--- config.mk ---
export PLATFORM = sky130hd
export DESIGN_NAME = tone_gen_mc
export DESIGN_NICKNAME = d
export VERILOG_FILES = /design/src/rtl/tone_gen_mc.sv
export SDC_FILE = /design/constraint.sdc
export NUM_CORES = 1
export LEC_CHECK = 0
export BUFFER_PORTS_ARGS = -buffer_cell sky130_fd_sc_hd__buf_2
export CAP_MARGIN = 20
export CORE_AREA = 3 3 179 181
export CTS_BUF_LIST = sky130_fd_sc_hd__clkbuf_2
export DETAILED_ROUTE_END_ITERATION = 8
export DIE_AREA = 0 0 182 184
export GPL_TIMING_DRIVEN = 0
export HOLD_SLACK_MARGIN = 0.15
export PLACE_DENSITY = 0.47
export SLEW_MARGIN = 20
export SYNTH_ARGS = -nofsm -noshare
export SYNTH_HDL_FRONTEND = slang
export SYNTH_SLANG_ARGS = --single-unit
--- constraint.sdc ---
create_clock -name clk -period 4.4 [get_ports clk]
set_input_delay 0.22 -clock clk [delete_from_list [all_inputs] [get_ports clk]]
set_output_delay 0.22 -clock clk [all_outputs]
set_load 0.02 [all_outputs]
--- src/rtl/tone_gen_mc.sv ---
// Multi-channel square-wave tone generator with ramped envelopes and a
// saturating mixer. Each channel is a tone_gen_ch instance. The envelope
// prescaler and the volume table are shared by all channels.

module tone_gen_ch #(
   parameter int               DIV_W    = 22,
   parameter int               AUD_W    = 16,
   parameter logic [AUD_W-1:0] ENV_STEP = 16'h0040
) (
   input  logic             clk,
   input  logic             rst,
   input  logic             en_i,
   input  logic [DIV_W-1:0] div_i,
   input  logic             tick_i,
   input  logic [AUD_W-1:0] amp_i,
   output logic [AUD_W-1:0] sample_o,
   output logic             busy_o
);
   logic [DIV_W-1:0] cnt_q, cnt_d, div_lat_q, div_lat_d;
   logic             phase_q, phase_d;
   logic [AUD_W-1:0] env_q, env_d, sample_q, sample_d;
   logic [AUD_W-1:0] target, diff;
   logic             active, up;

   // A divider of 0 or 1 gives no usable tone, so the channel is muted
   assign active = en_i && (div_lat_q > DIV_W'(1));
   assign target = active ? amp_i : '0;
   assign up     = (env_q < target);
   assign diff   = up ? (target - env_q) : (env_q - target);
   assign busy_o = (env_q != target);

   // Half-period counter; the new divider is latched only at wrap so a note change never shortens a half-period
   always_comb begin
      cnt_d     = cnt_q + DIV_W'(1);
      phase_d   = phase_q;
      div_lat_d = div_lat_q;
      if (cnt_q == div_lat_q) begin
         cnt_d     = '0;
         phase_d   = ~phase_q;
         div_lat_d = div_i;
      end
   end

   // Envelope slews toward target by at most ENV_STEP per tick and lands exactly on it
   always_comb begin
      env_d = env_q;
      if (tick_i && (diff != '0)) begin
         if (diff > ENV_STEP) env_d = up ? (env_q + ENV_STEP) : (env_q - ENV_STEP);
         else                 env_d = target;
      end
   end

   // Negative half-wave is the two's complement of env, so env==0 yields a clean 0
   assign sample_d = phase_q ? ('0 - env_q) : env_q;

   // Channel state registers
   always_ff @(posedge clk) begin
      if (rst) begin
         cnt_q     <= '0;
         phase_q   <= 1'b0;
         div_lat_q <= DIV_W'(1);
         env_q     <= '0;
         sample_q  <= '0;
      end else begin
         cnt_q     <= cnt_d;
         phase_q   <= phase_d;
         div_lat_q <= div_lat_d;
         env_q     <= env_d;
         sample_q  <= sample_d;
      end
   end

   assign sample_o = sample_q;
endmodule

module tone_gen_mc #(
   parameter int               NCH      = 2,
   parameter int               DIV_W    = 22,
   parameter int               AUD_W    = 16,
   parameter int               ENV_DIV  = 256,
   parameter logic [AUD_W-1:0] ENV_STEP = 16'h0040
) (
   input  logic                 clk,
   input  logic                 rst,
   input  logic [1:0]           volume,
   input  logic [NCH-1:0]       ch_en,
   input  logic [NCH*DIV_W-1:0] note_div,
   output logic [NCH*AUD_W-1:0] audio_ch,
   output logic [AUD_W-1:0]     audio_mix,
   output logic                 env_busy
);
   localparam int PSC_W = (ENV_DIV > 1) ? $clog2(ENV_DIV) : 1;
   localparam int MIX_W = AUD_W + $clog2(NCH) + 1;
   localparam logic signed [MIX_W-1:0] MAX_S =
      $signed({{(MIX_W-AUD_W+1){1'b0}}, {(AUD_W-1){1'b1}}});
   localparam logic signed [MIX_W-1:0] MIN_S = ~MAX_S;

   logic [PSC_W-1:0]            psc_q, psc_d;
   logic                        tick;
   logic [AUD_W-1:0]            amp;
   logic [NCH-1:0][AUD_W-1:0]   smp;
   logic [NCH-1:0]              busy_vec;
   logic signed [MIX_W-1:0]     sum;
   logic [AUD_W-1:0]            mix_q, mix_d;
   logic                        busy_q;

   // Shared envelope prescaler: one tick every ENV_DIV cycles
   always_comb begin
      tick  = (psc_q == PSC_W'(ENV_DIV - 1));
      psc_d = tick ? '0 : (psc_q + PSC_W'(1));
   end

   // Global volume code to envelope amplitude
   always_comb begin
      amp = '0;
      case (volume)
         2'b01:   amp = AUD_W'(16'h0300);
         2'b11:   amp = AUD_W'(16'h0500);
         2'b10:   amp = AUD_W'(16'h5000);
         default: amp = '0;
      endcase
   end

   for (genvar i = 0; i < NCH; i++) begin : g_ch
      tone_gen_ch #(
         .DIV_W    (DIV_W),
         .AUD_W    (AUD_W),
         .ENV_STEP (ENV_STEP)
      ) u_ch (
         .clk      (clk),
         .rst      (rst),
         .en_i     (ch_en[i]),
         .div_i    (note_div[i*DIV_W +: DIV_W]),
         .tick_i   (tick),
         .amp_i    (amp),
         .sample_o (smp[i]),
         .busy_o   (busy_vec[i])
      );
   end

   // Wide signed sum of all channel samples, clamped to the sample range
   always_comb begin
      sum = '0;
      for (int i = 0; i < NCH; i++) sum = sum + MIX_W'($signed(smp[i]));
      if (sum > MAX_S)      mix_d = MAX_S[AUD_W-1:0];
      else if (sum < MIN_S) mix_d = MIN_S[AUD_W-1:0];
      else                  mix_d = sum[AUD_W-1:0];
   end

   // Prescaler, mix and busy registers
   always_ff @(posedge clk) begin
      if (rst) begin
         psc_q  <= '0;
         mix_q  <= '0;
         busy_q <= 1'b0;
      end else begin
         psc_q  <= psc_d;
         mix_q  <= mix_d;
         busy_q <= |busy_vec;
      end
   end

   assign audio_ch  = smp;
   assign audio_mix = mix_q;
   assign env_busy  = busy_q;
endmodule

==> results.md <==
- Fmax: 222.8 MHz
- GR Util met2: 25.42%
- Synth Instances: 1044
- Hold Crit Class: input pin to flip-flop
- CP cell instances: or4_4 -> o41ai_4 -> buf_6 -> nor2_4 -> nand2_2 -> inv_2 -> ha_4 -> a211o_1 -> nand3_2 -> nand2_4 -> buf_12 -> ha_4 -> a21oi_2 -> nor2b_2 -> nor3_2 -> nor2_4 -> o41ai_4 -> o21ai_2 -> or4b_1 -> a21o_1 -> a21oi_2
- DP Cell Count: 1538
- Rows: 64
- Vias per cell: 4.856
- Number of global-route vias before repair: 7834
- Share of cells above drive strength 1: 23.64%
- FF+latch area: 3171 µm²
- Global-route wire length before repair: 42390 µm
- Multi-input gate area: 6092 µm²
- FF+latch count, synth: 156
- Pre-antenna DRT Iters: 5
- Max-Cap Viols: 0
- Fin cells: 1684
- CP delay by family, top: simple AND/OR/NAND/NOR gates
- DRT Wirelength: 26870 µm
- Syn avg cell area: 8.750 µm²
- Final min period: 4.489 ns
- Initial antenna violation count: 1
- Tot GR Track Use: 15.81%
- Critical Path Start Type: flip-flop
- Switch Pwr: 2.186 mW
- Clock network power share: 15.9%
- H-tree Lvls: 4
- Num CTS Buffers: 17
- CTS tree: built
- Fin. Hold Viols: 0
- Switching part of the total power: 39.53%
- Max VDD drop: 180.0 µV
- Nets@finish: 1386
- Failing checks: setup timing
- Die X: 182 µm
- IO buf count: 95
- Ys async rst share: 0%
- Int Power: 3.344 mW
- Number of nets still failing antenna checks after routing: 0
- P per Cell Area: 459.1 nW/µm²
- DP Wirelength: 19540 µm
- Flop pwr share: 30.0%
- Gr busiest metal: met2
- Final slew viol count: 0
- Iter 0 DRT Violations: 488
- Die H: 184 µm
- M1 GR Usage: 21.98%
- CP Capture Type: flip-flop
- Comb pwr share: 54.1%
- Clock root buffer: clkbuf_2
- Crit-path max FO: 5
- Overall via count from detail_route: 8177
- EDFF count, synth: 0
- RSZ-0062 raised after global routing: true
- I/O Pins: 99
- Worst path required time: 5.11 ns
- Core Area: 30590 µm²
- Synth cell types: 77
- Most common cell after layout, fill and taps aside: nor2_1
- Synth warnings: 0
- Fin Clk Skew: 0.06685 ns
- Routed length per placed instance: 15.95 µm
- Crit path buf inv count: 3
- Synth Cell Area: 9135 µm²
- Layout Utilization: 39.38%
- CTS Sinks: 156
- Place WS: -0.9227 ns
- Relative slew slack: 42.88%
- Status: complete, but fails checks
- Area growth, synth to finish: 31.86%
- Fin area: 12050 µm²
- Routability cong.: 0.8233
- Reg clk slew, reported paths: 0.24 ns
- Starting Density: 29.86%
- Most frequent cells in the layout: nor2_1 (152), dfxtp_1 (132), buf_2 (101), xor2_1 (77), dlygate4sd3_1 (74)
- Clk Latency, worst-skew pair: 0.79 ns
- Gr ovfl total: 0
- Post-synthesis sequential area ratio: 34.19%
- Final setup margin: -0.08909 ns
- Post-Route Setup TNS: -0.08909 ns
- Crit Path Class: flip-flop to flip-flop
- Post-route clock period utilization: 102.0%
- Worst-margin pin slew: 0.8498 ns
- Final setup fails: 1
- Bufs on Longest Clock Path: 2
- Worst EP arrival: 5.20 ns
- Met3 GRT Util: 2.849%
- Synth Flop Type: dfxtp_1
- Die area: 33490 µm²
- LEAKAGE: 5.093 nW
- Cell Area, Placed: 10130 µm²
- Largest net degree at the start of global routing: 17
- CP peak stage delay: 0.54 ns
- Filler cells: 3141
- Crit-path slowest cell: or4_4
- DRC: 0
## state kept, by name, summed over array words and instances (netlist names)
name,flops
env_busy,1
g_ch.u_ch.sample_o,22
audio_mix,15
psc_q,8
g_ch.u_ch.env_q,20
g_ch.u_ch.cnt_q,44
g_ch.u_ch.phase_q,2
g_ch.u_ch.div_lat_q,44
## synthesized netlist by cell type (all sizes together), types with 3 or more instances
| cell | n | area (µm²) |
|---|---|---|
| a211o | 4 | 35.03 |
| a211oi | 9 | 72.57 |
| a21o | 12 | 90.09 |
| a21oi | 51 | 262.8 |
| a221oi | 4 | 35.03 |
| a22oi | 3 | 22.52 |
| a31oi | 4 | 37.53 |
| and3 | 12 | 75.07 |
| buf | 27 | 187.7 |
| clkbuf | 28 | 105.1 |
| dfxtp | 156 | 3123 |
| fa | 6 | 120.1 |
| ha | 56 | 700.7 |
| inv | 42 | 157.7 |
| mux2 | 3 | 33.78 |
| mux2i | 54 | 540.5 |
| nand2 | 52 | 202.7 |
| nand2b | 7 | 43.79 |
| nand3 | 28 | 145.1 |
| nand3b | 4 | 30.03 |
| nand4 | 16 | 100.1 |
| nand4b | 4 | 50.05 |
| nor2 | 154 | 578.1 |
| nor2b | 14 | 87.58 |
| nor3 | 20 | 100.1 |
| nor3b | 6 | 56.31 |
| nor4 | 22 | 156.4 |
| o211ai | 8 | 65.06 |
| o21a | 4 | 30.03 |
| o21ai | 27 | 146.4 |
| o21bai | 6 | 45.04 |
| o22ai | 9 | 56.30 |
| o2bb2ai | 3 | 26.28 |
| o31ai | 6 | 45.04 |
| o41ai | 4 | 35.03 |
| or2 | 4 | 25.02 |
| or3 | 10 | 62.56 |
| xnor2 | 57 | 499.2 |
| xor2 | 78 | 683.2 |
## power by group through the flow
| stage | combinational [mW] | sequential (mW) | clock [mW] |
|---|---|---|---|
| detailed placement | 2.19 | 1.67 | 0 |
| finish | 2.99 | 1.66 | 0.879 |
| CTS | 2.57 | 1.65 | 0.913 |
| floorplan | 1.74 | 1.64 | 0 |
| global placement | 2.18 | 1.67 | 0 |
| global route | 3.25 | 1.68 | 0.966 |
## stage by stage
stage | total power, mW | hold slack [ns]
4_1_cts | 5.137 | 0.1553
5_1_grt | 5.894 | 0.1662
3_5_place_dp | 3.860 | 0.4421
2_1_floorplan | 3.381 | 0.3379
3_3_place_gp | 3.847 | 0.4424
6_report | 5.530 | 0.2379
## path summary, 6_finish.rpt
path	from	endpoint	slack (ns)	cells after the start
max	g_ch[1].u_ch.div_lat_q[3]	g_ch[1].u_ch.env_q[15]	-0.09	21
min	note_div[24]	g_ch[1].u_ch.div_lat_q[2]	0.24	4
min reg2reg	psc_q[0]	psc_q[0]	0.51	1
max reg2reg	g_ch[1].u_ch.div_lat_q[3]	g_ch[1].u_ch.env_q[15]	-0.09	21
## routing by layer
| layer | wire length (µm) | vias up | part of all wire [%] |
|---|---|---|---|
| met5 | 0 | - | 0 |
| met4 | 347 | 0 | 1.3 |
| met3 | 1237 | 23 | 4.6 |
| met2 | 12150 | 198 | 45 |
| met1 | 13130 | 3858 | 49 |
| li1 | - | 4098 | - |
## cell type report
class	instances	area share [%]
Sequential cell	156	26.32
Clock inverter	13	1.382
Inverter	42	1.350
Timing Repair Buffer	210	12.99
Antenna cell	2	0.04155
Multi-Input combinational cell	796	50.58
Tap cell	396	4.113
Buffer	51	2.472
Clock buffer	18	0.7479
## worst min-delay path, delay by kind of cell
kind                   cells  cell delay, ns
buffers and inverters      2            0.61
and+or+nand+nor            1            0.07
muxes                      1            0.06
## cells by family (layout without fill, tap and decap cells)
family / count (synthesis) / in the layout / synth area share, %
AND/OR/NAND/NOR: 365 / 366 / 19.89
AO/OA/AOI/OAI: 171 / 172 / 12.74
flip-flops: 156 / 156 / 34.19
XOR/XNOR: 135 / 135 / 12.94
buffers and inverters: 97 / 334 / 4.931
adder cells (fa/ha/maj): 62 / 62 / 8.985
multiplexers: 57 / 57 / 6.287
other: 1 / 6 / 0.04105
## what timing repair did
| item | in CTS | in global routing |
|---|---|---|
| pin swaps | 23 | 41 |
| gates resized for setup | 54 | 85 |
| setup buffers | 23 | 17 |
| gates cloned | 2 | 1 |
| hold buffers | 74 | 0 |
| setup endpoints to repair | 20 | 20 |
| endpoints found under the hold margin | 53 | 0 |
No activity file was read; power rests on OpenSTA's default activity.
